`src/rtl/qbus_pkg.sv`:
```
// Shared definitions for the Qbus DMA master-cycle engine.
//   - state_e       : master-cycle sequencer states
//   - BdalWidth     : width of the multiplexed BDAL bus
//   - DataWidth     : width of the data portion of BDAL
//   - T*Default     : default timing values in clocks (100 MHz reference)
//   - at_least_one  : clamps a timing value so that 0 behaves as 1
package qbus_pkg;

  localparam int unsigned BdalWidth = 22;
  localparam int unsigned DataWidth = 16;

  localparam int unsigned TAsetupDefault  = 15;
  localparam int unsigned TAholdDefault   = 10;
  localparam int unsigned TDsetupDefault  = 10;
  localparam int unsigned TSettleDefault  = 20;
  localparam int unsigned TDholdDefault   = 10;
  localparam int unsigned TTimeoutDefault = 1000;

  typedef enum logic [3:0] {
    StIdle,
    StAsetup,
    StAhold,
    StDsetup,
    StStrobe,
    StSettle,
    StDhold,
    StRplyneg,
    StSyncoff
  } state_e;

  function automatic int unsigned at_least_one(int unsigned t);
    return (t == 0) ? 1 : t;
  endfunction

endpackage

```
`src/rtl/qbus_sync2.sv`:
```
// Two-flop synchronizer for asynchronous Qbus inputs.
// Resets to all ones, which is the idle (negated) level of the active-low bus.
//   clock : system clock
//   rstn  : asynchronous active-low reset
//   d     : raw asynchronous input
//   q     : synchronized output
module qbus_sync2 #(
  parameter int unsigned Width = 1
) (
  input  logic             clock,
  input  logic             rstn,
  input  logic [Width-1:0] d,
  output logic [Width-1:0] q
);

  logic [Width-1:0] meta_q;
  logic [Width-1:0] sync_q;

  always_ff @(posedge clock or negedge rstn) begin
    if (!rstn) begin
      meta_q <= '1;
      sync_q <= '1;
    end else begin
      meta_q <= d;
      sync_q <= meta_q;
    end
  end

  assign q = sync_q;

endmodule

```
`src/rtl/qbus_dma_sequencer.sv`:
```
// Qbus DMA master-cycle engine. Runs one DATI / DATO / DATOB bus cycle per
// accepted start while mastership (bsack) is held, generating BSYNC/BDIN/BDOUT/
// BWTBT and BDAL drive, handshaking on BRPLY, and reporting done/timeout.
//   clock, rstn          : clock, asynchronous active-low reset
//   start                : one-cycle request, accepted only in idle with bsack high
//   write, byte_op       : cycle type (byte_op stands in for "byte", a reserved word)
//   addr, wdata          : bus address and write data
//   bsack                : mastership held; loss aborts the cycle
//   BRPLYf, BDALf_IN     : raw active-low bus inputs
//   BSYNCg..BWTBTg       : registered gate drives
//   BDALf_OUT, Outbound  : true-polarity BDAL value and driver enable
//   rdata, busy, done,   : read data, activity, completion pulse,
//   timeout              : sticky error flag (cleared on next accepted start)
module qbus_dma_sequencer
  import qbus_pkg::*;
#(
  parameter int unsigned T_ASETUP  = TAsetupDefault,
  parameter int unsigned T_AHOLD   = TAholdDefault,
  parameter int unsigned T_DSETUP  = TDsetupDefault,
  parameter int unsigned T_SETTLE  = TSettleDefault,
  parameter int unsigned T_DHOLD   = TDholdDefault,
  parameter int unsigned T_TIMEOUT = TTimeoutDefault,
  parameter int unsigned CW        = 10
) (
  input  logic                 clock,
  input  logic                 rstn,
  input  logic                 start,
  input  logic                 write,
  input  logic                 byte_op,
  input  logic [BdalWidth-1:0] addr,
  input  logic [DataWidth-1:0] wdata,
  input  logic                 bsack,
  input  logic                 BRPLYf,
  input  logic [BdalWidth-1:0] BDALf_IN,
  output logic                 BSYNCg,
  output logic                 BDINg,
  output logic                 BDOUTg,
  output logic                 BWTBTg,
  output logic [BdalWidth-1:0] BDALf_OUT,
  output logic                 Outbound,
  output logic [DataWidth-1:0] rdata,
  output logic                 busy,
  output logic                 done,
  output logic                 timeout
);

  localparam logic [CW-1:0] LdAsetup  = CW'(at_least_one(T_ASETUP));
  localparam logic [CW-1:0] LdAhold   = CW'(at_least_one(T_AHOLD));
  localparam logic [CW-1:0] LdDsetup  = CW'(at_least_one(T_DSETUP));
  localparam logic [CW-1:0] LdSettle  = CW'(at_least_one(T_SETTLE));
  localparam logic [CW-1:0] LdDhold   = CW'(at_least_one(T_DHOLD));
  localparam logic [CW-1:0] LdTimeout = CW'(at_least_one(T_TIMEOUT));
  localparam logic [CW-1:0] CntOne    = CW'(1);

  function automatic logic [CW-1:0] load_for(state_e s);
    case (s)
      StAsetup:            return LdAsetup;
      StAhold:             return LdAhold;
      StDsetup:            return LdDsetup;
      StStrobe, StRplyneg: return LdTimeout;
      StSettle:            return LdSettle;
      StDhold:             return LdDhold;
      default:             return CntOne;
    endcase
  endfunction

  // Only the data half of BDAL is read back.
  logic unused_bdal;
  assign unused_bdal = ^BDALf_IN[BdalWidth-1:DataWidth];

  logic rply_sync;
  logic rply;

  qbus_sync2 #(
    .Width(1)
  ) u_rply_sync (
    .clock(clock),
    .rstn (rstn),
    .d    (BRPLYf),
    .q    (rply_sync)
  );

  assign rply = ~rply_sync;

  state_e               state_q, state_d;
  logic [CW-1:0]        cnt_q, cnt_d;
  logic [BdalWidth-1:0] addr_q, addr_d;
  logic [DataWidth-1:0] wdata_q, wdata_d;
  logic                 write_q, write_d;
  logic                 byte_q, byte_d;
  logic [DataWidth-1:0] rdata_q, rdata_d;
  logic                 timeout_q, timeout_d;
  logic                 abort;

  logic                 bsync_q, bsync_d;
  logic                 bdin_q, bdin_d;
  logic                 bdout_q, bdout_d;
  logic                 bwtbt_q, bwtbt_d;
  logic [BdalWidth-1:0] bdal_q, bdal_d;
  logic                 outbound_q, outbound_d;
  logic                 busy_q, busy_d;
  logic                 done_q, done_d;

  // State and transfer registers
  always_ff @(posedge clock or negedge rstn) begin
    if (!rstn) begin
      state_q   <= StIdle;
      cnt_q     <= '0;
      addr_q    <= '0;
      wdata_q   <= '0;
      write_q   <= 1'b0;
      byte_q    <= 1'b0;
      rdata_q   <= '0;
      timeout_q <= 1'b0;
    end else begin
      state_q   <= state_d;
      cnt_q     <= cnt_d;
      addr_q    <= addr_d;
      wdata_q   <= wdata_d;
      write_q   <= write_d;
      byte_q    <= byte_d;
      rdata_q   <= rdata_d;
      timeout_q <= timeout_d;
    end
  end

  // Next-state logic
  always_comb begin
    state_d   = state_q;
    cnt_d     = cnt_q;
    addr_d    = addr_q;
    wdata_d   = wdata_q;
    write_d   = write_q;
    byte_d    = byte_q;
    rdata_d   = rdata_q;
    timeout_d = timeout_q;
    abort     = 1'b0;

    unique case (state_q)
      StIdle: begin
        if (start && bsack) begin
          state_d   = StAsetup;
          addr_d    = addr;
          wdata_d   = wdata;
          write_d   = write;
          byte_d    = byte_op;
          timeout_d = 1'b0;
        end
      end
      StAsetup: begin
        if (cnt_q == CntOne) state_d = StAhold;
        else                 cnt_d = cnt_q - CntOne;
      end
      StAhold: begin
        if (cnt_q == CntOne) state_d = StDsetup;
        else                 cnt_d = cnt_q - CntOne;
      end
      StDsetup: begin
        if (cnt_q == CntOne) state_d = StStrobe;
        else                 cnt_d = cnt_q - CntOne;
      end
      StStrobe: begin
        // Level-sensitive: a reply already present on entry is taken at once.
        if (rply) begin
          state_d = StSettle;
        end else if (cnt_q == CntOne) begin
          timeout_d = 1'b1;
          state_d   = StSyncoff;
        end else begin
          cnt_d = cnt_q - CntOne;
        end
      end
      StSettle: begin
        if (cnt_q == CntOne) begin
          if (!write_q) rdata_d = ~BDALf_IN[DataWidth-1:0];
          state_d = write_q ? StDhold : StRplyneg;
        end else begin
          cnt_d = cnt_q - CntOne;
        end
      end
      StDhold: begin
        if (cnt_q == CntOne) state_d = StRplyneg;
        else                 cnt_d = cnt_q - CntOne;
      end
      StRplyneg: begin
        if (!rply) begin
          state_d = StSyncoff;
        end else if (cnt_q == CntOne) begin
          timeout_d = 1'b1;
          state_d   = StSyncoff;
        end else begin
          cnt_d = cnt_q - CntOne;
        end
      end
      StSyncoff: state_d = StIdle;
      default:   state_d = StIdle;
    endcase

    // Losing mastership mid-cycle; SYNCOFF already finishes with its own done.
    if (state_q != StIdle && state_q != StSyncoff && !bsack) begin
      state_d   = StIdle;
      rdata_d   = rdata_q;
      timeout_d = 1'b1;
      abort     = 1'b1;
    end

    if (state_d != state_q) cnt_d = load_for(state_d);
  end

  // Output decode from the next state so every bus output is a plain register.
  always_comb begin
    bsync_d    = 1'b0;
    bdin_d     = 1'b0;
    bdout_d    = 1'b0;
    bwtbt_d    = 1'b0;
    bdal_d     = '0;
    outbound_d = 1'b0;

    unique case (state_d)
      StAsetup, StAhold: begin
        bsync_d    = (state_d == StAhold);
        bdal_d     = addr_d;
        outbound_d = 1'b1;
        bwtbt_d    = write_d;
      end
      StDsetup, StStrobe, StSettle, StDhold: begin
        bsync_d = 1'b1;
        if (state_d == StStrobe || state_d == StSettle) begin
          bdin_d  = ~write_d;
          bdout_d = write_d;
        end
        if (write_d) begin
          bdal_d     = {{(BdalWidth - DataWidth){1'b0}}, wdata_d};
          outbound_d = 1'b1;
          bwtbt_d    = byte_d;
        end
      end
      StRplyneg: bsync_d = 1'b1;
      default: ;
    endcase

    busy_d = (state_d != StIdle);
    done_d = (state_d == StSyncoff) || abort;
  end

  // Output registers
  always_ff @(posedge clock or negedge rstn) begin
    if (!rstn) begin
      bsync_q    <= 1'b0;
      bdin_q     <= 1'b0;
      bdout_q    <= 1'b0;
      bwtbt_q    <= 1'b0;
      bdal_q     <= '0;
      outbound_q <= 1'b0;
      busy_q     <= 1'b0;
      done_q     <= 1'b0;
    end else begin
      bsync_q    <= bsync_d;
      bdin_q     <= bdin_d;
      bdout_q    <= bdout_d;
      bwtbt_q    <= bwtbt_d;
      bdal_q     <= bdal_d;
      outbound_q <= outbound_d;
      busy_q     <= busy_d;
      done_q     <= done_d;
    end
  end

  assign BSYNCg    = bsync_q;
  assign BDINg     = bdin_q;
  assign BDOUTg    = bdout_q;
  assign BWTBTg    = bwtbt_q;
  assign BDALf_OUT = bdal_q;
  assign Outbound  = outbound_q;
  assign busy      = busy_q;
  assign done      = done_q;
  assign rdata     = rdata_q;
  assign timeout   = timeout_q;

endmodule

```
`config.mk`:
```
export PLATFORM = sky130hd
export DESIGN_NAME = qbus_dma_sequencer
export DESIGN_NICKNAME = d
export VERILOG_FILES = /design/src/rtl/qbus_pkg.sv /design/src/rtl/qbus_sync2.sv /design/src/rtl/qbus_dma_sequencer.sv
export SDC_FILE = /design/constraint.sdc
export NUM_CORES = 1
export LEC_CHECK = 0
export ABC_CLOCK_PERIOD_IN_PS = 3260
export CORE_MARGIN = 2
export CORE_UTILIZATION = 33
export DETAILED_ROUTE_END_ITERATION = 7
export SLEW_MARGIN = 0
export SYNTH_ARGS = -nofsm -noshare
export SYNTH_HDL_FRONTEND = slang
export SYNTH_SLANG_ARGS = --single-unit
```
`constraint.sdc`:
```
create_clock -name clock -period 3.26 [get_ports clock]
set_clock_uncertainty 0.05 [all_clocks]
set_input_delay 0.815 -clock clock [delete_from_list [all_inputs] [get_ports clock]]
set_output_delay 0.815 -clock clock [all_outputs]
set_load 0.05 [all_outputs]
```
==> flow_metrics.py <==
metrics = {
    "job": {
        "drv_cap": 0,
    },
    "pwr": {
        "switching_share": 0.3846,
        "leakagePower_nw": 2.460,
        "p_int_mw": 3.341,
        "comb_power_share": 0.450,
        "seqPwrFrac": 0.360,
        "p_per_area_nw_per_um2": 924.2,
        "clkPwrFrac": 0.191,
        "vdd_drop_max_v": 0.0004467,
        "switchingPower_mw": 2.088,
    },
    "cts": {
        "ctsResizeCount": 0,
        "root_buffer": "clkbuf_16",
        "numCtsBuffers": 9,
        "h-tree-depth": 3,
        "clock-sinks": 102,
        "cts_setup_buffers": 0,
        "cts_tree": "done",
        "cts_hold_buffers": 0,
        "max-clock-path-buffers": 2,
        "worst_skew_pair.late_latency_ns": 0.34,
        "clk_pin_slew_ns": 0.07,
    },
    "timing": {
        "tightest_slew_ns": 0.7039,
        "drv_slew": 0,
        "hold_violations": 0,
        "rsz0062_at_grt": "no",
        "finalSetupViolCount": 0,
        "layout_min_cycle_time_ns": 2.861,
        "fmax_mhz": 349.6,
        "maxSlewHeadroom": 0.5308,
        "fin_crit_sh": 0.8775,
        "tns_ns": 0,
    },
    "synth": {
        "synth-seq-cells": 102,
        "syn_area_um2": 4332,
        "syn_avg_cell_area_um2": 12.34,
        "synth_area_leaders": "dfrtp_1 58%, mux2_2 10%, a32o_1 3.7%, o21ai_0 3.1%, nand2_1 2.9%",
        "seq_area_frac_synth": 0.5898,
        "ys_top_cells_by_count": "100 x dfrtp_1, 40 x mux2_2, 33 x nand2_1",
        "synth_edf_count": 0,
        "yosysUniqueCellTypes": 54,
        "async_flop_share": 1.000,
        "synth_ff_type": "dfrtp_1",
        "synth_top_area_frac": 0.5777,
        "yosys_warnings": 0,
        "syn_inst": 351,
        "synth_fp_nets": 420,
        "synthMostInstantiatedCell": "dfrtp_1",
        "yosys.area.top_type": "dfrtp_1",
    },
    "outcome": {
        "status": "finished clean",
    },
    "final_layout": {
        "fin_cells": 633,
        "syn_to_final_growth_pct": 35.62,
        "fin_area_um2": 5874,
        "nNetsFinal": 527,
        "final_layout_size_suffix_gt1_frac": 0.1779,
        "antenna_cells": 0,
    },
    "setup_path": {
        "r2r-start": "cnt_q[4]",
        "path_cells": "nor3_2, and3_1, mux2i_1, o211ai_4, or4b_1, o22ai_1, o21ai_0",
        "crit_required_ns": 3.42,
        "reg2reg_depth": 7,
        "arrival_ns": 3.02,
        "path_class": "reg -> reg",
        "cp_max_fo": 8,
        "cp-start-kind": "flop",
        "critPathMaxStageDelay_ns": 0.62,
        "crit_path_top_delay_cell": "or4b_1",
        "end_kind": "flop",
        "crit_path_start": "cnt_q[4]",
    },
    "placed_design": {
        "gp_congestion": 0.8577,
        "dpl.hpwl_um": 6930,
        "place_area_um2": 5589,
        "io_buffers": 106,
        "dp_cells": 619,
    },
    "routing": {
        "drc": 0,
        "via_per_inst": 4.926,
        "antenna_left": 0,
        "drt_pass1_iterations": 4,
        "avgRoutedWirePerCell_um": 15.78,
        "wirelength_um": 9987,
        "drt_iter0_markers": 309,
        "vias": 3118,
    },
    "floorplanning": {
        "die_area_um2": 14060,
        "core_um2": 12720,
        "initial_utilization": 0.3405,
        "fp.dieW_um": 118.6,
        "pin_count": 113,
        "die_y_um": 118.6,
        "core.rowCount": 41,
    },
    "min_path": {
        "hold_path_class": "reg -> reg",
        "min-delay-start": "u_rply_sync.meta_q",
        "holdPathStages": 0,
    },
    "global_routing": {
        "grt_max_degree": 57,
        "antenna_found_initial": 0,
        "track_usage": 0.1484,
        "grt-ovfl-total": 0,
        "grt_pass1_vias": 3242,
        "grt_pass1_wl_um": 16540,
    },
}
[cells by family (layout without fill, tap and decap cells)]
kind of cell,after synthesis,after routing,share of synthesized area
flops,102,102,0.5898
simple gates,87,87,0.1046
compound gates,79,79,0.1346
mux,42,42,0.1086
buf+inv,29,139,0.03293
xor+xnor,10,10,0.02369
fa+ha+maj,2,2,0.005776
[registers in the layout, indices dropped and copies added (netlist names)]
name                flops
addr_q                 22
BDINg                   1
u_rply_sync.q           1
wdata_q                16
BDALf_OUT              22
rdata                  16
BDOUTg                  1
state_q                 4
timeout                 1
Outbound                1
byte_q                  1
BSYNCg                  1
BWTBTg                  1
done                    1
cnt_q                  10
u_rply_sync.meta_q      1
write_q                 1
busy                    1
[layout make-up]
class	instances	area, um^2
Fill cell	1225	6848
Sequential cell	102	2555
Multi-Input combinational cell	220	1635
Timing Repair Buffer	117	1154
Clock buffer	9	225.2
Tap cell	172	215.2
Clock inverter	5	60.06
Inverter	8	30.03
[final timing paths]
check,slack [ns],endpoint
setup / recovery,0.40,cnt_q[3]
hold / removal,0.31,u_rply_sync.q
setup reg to reg,0.40,cnt_q[3]
hold reg to reg,0.31,u_rply_sync.q
max in group asynchronous,1.90,addr_q[0]
min in group asynchronous,0.47,BDALf_OUT[16]
[per-stage QoR]
step	hold slack, ns	utilization	setup slack, ns	power [mW]
5_1_grt	0.3176	0.4617	0.2059	5.796
3_5_place_dp	0.3023	0.4393	0.1086	4.430
3_3_place_gp	0.2961	0.4393	0.1289	4.371
6_report	0.3125	0.4617	0.3994	5.429
4_1_cts	0.3107	0.4617	0.3903	5.493
2_1_floorplan	0.2952	-	0.6249	3.745
[power by group through the flow]
stage                     combinational (mW)  clock (mW)  sequential, mW
after floorplan                         1.43           0            2.31
after global placement                  2.41           0            1.96
after detailed placement                2.45           0            1.98
after CTS                               2.46        1.07            1.96
after global routing                    2.66        1.13            2.00
final                                   2.44        1.04            1.95
[layout by cell type, fill, tap and decap left out, types with 2 or more instances in the layout]
cell type        netlist  final
a21oi_1               12     12
dfrtp_1              100    100
nor4_1                 2      2
nor2b_1                3      3
nor2_1                19     19
o22ai_1                4      4
or2_2                  2      2
a21o_1                 3      3
nor3_1                 3      3
xnor2_1                5      5
clkbuf_16              0      9
nand3_1                4      4
nor3b_1                2      2
o21ba_2                2      2
and4_1                 2      2
a211oi_1               3      3
buf_4                  2     11
and2_1                 6      6
clkdlybuf4s50_1        0    105
inv_1                  8      8
nand2_1               33     33
o21ai_0               27     27
dfstp_2                2      2
ha_1                   2      2
a32o_1                16     16
xor2_2                 2      2
mux2_2                40     40
xor2_1                 3      3
mux2i_1                2      2
[layer usage]
layer  track usage  wire length, um
met2        0.2328             4623
met4       0.04688               86
met1        0.1942             4661
met3       0.04923              615
met5             0                0
[worst max-delay path, delay by kind of cell, from the launching register on]
family,cells,cell delay (ns)
mux,1,0.30
flops,1,0.44
compound gates,3,0.53
simple gates,3,1.40
No activity file was read; power rests on OpenSTA's default activity.
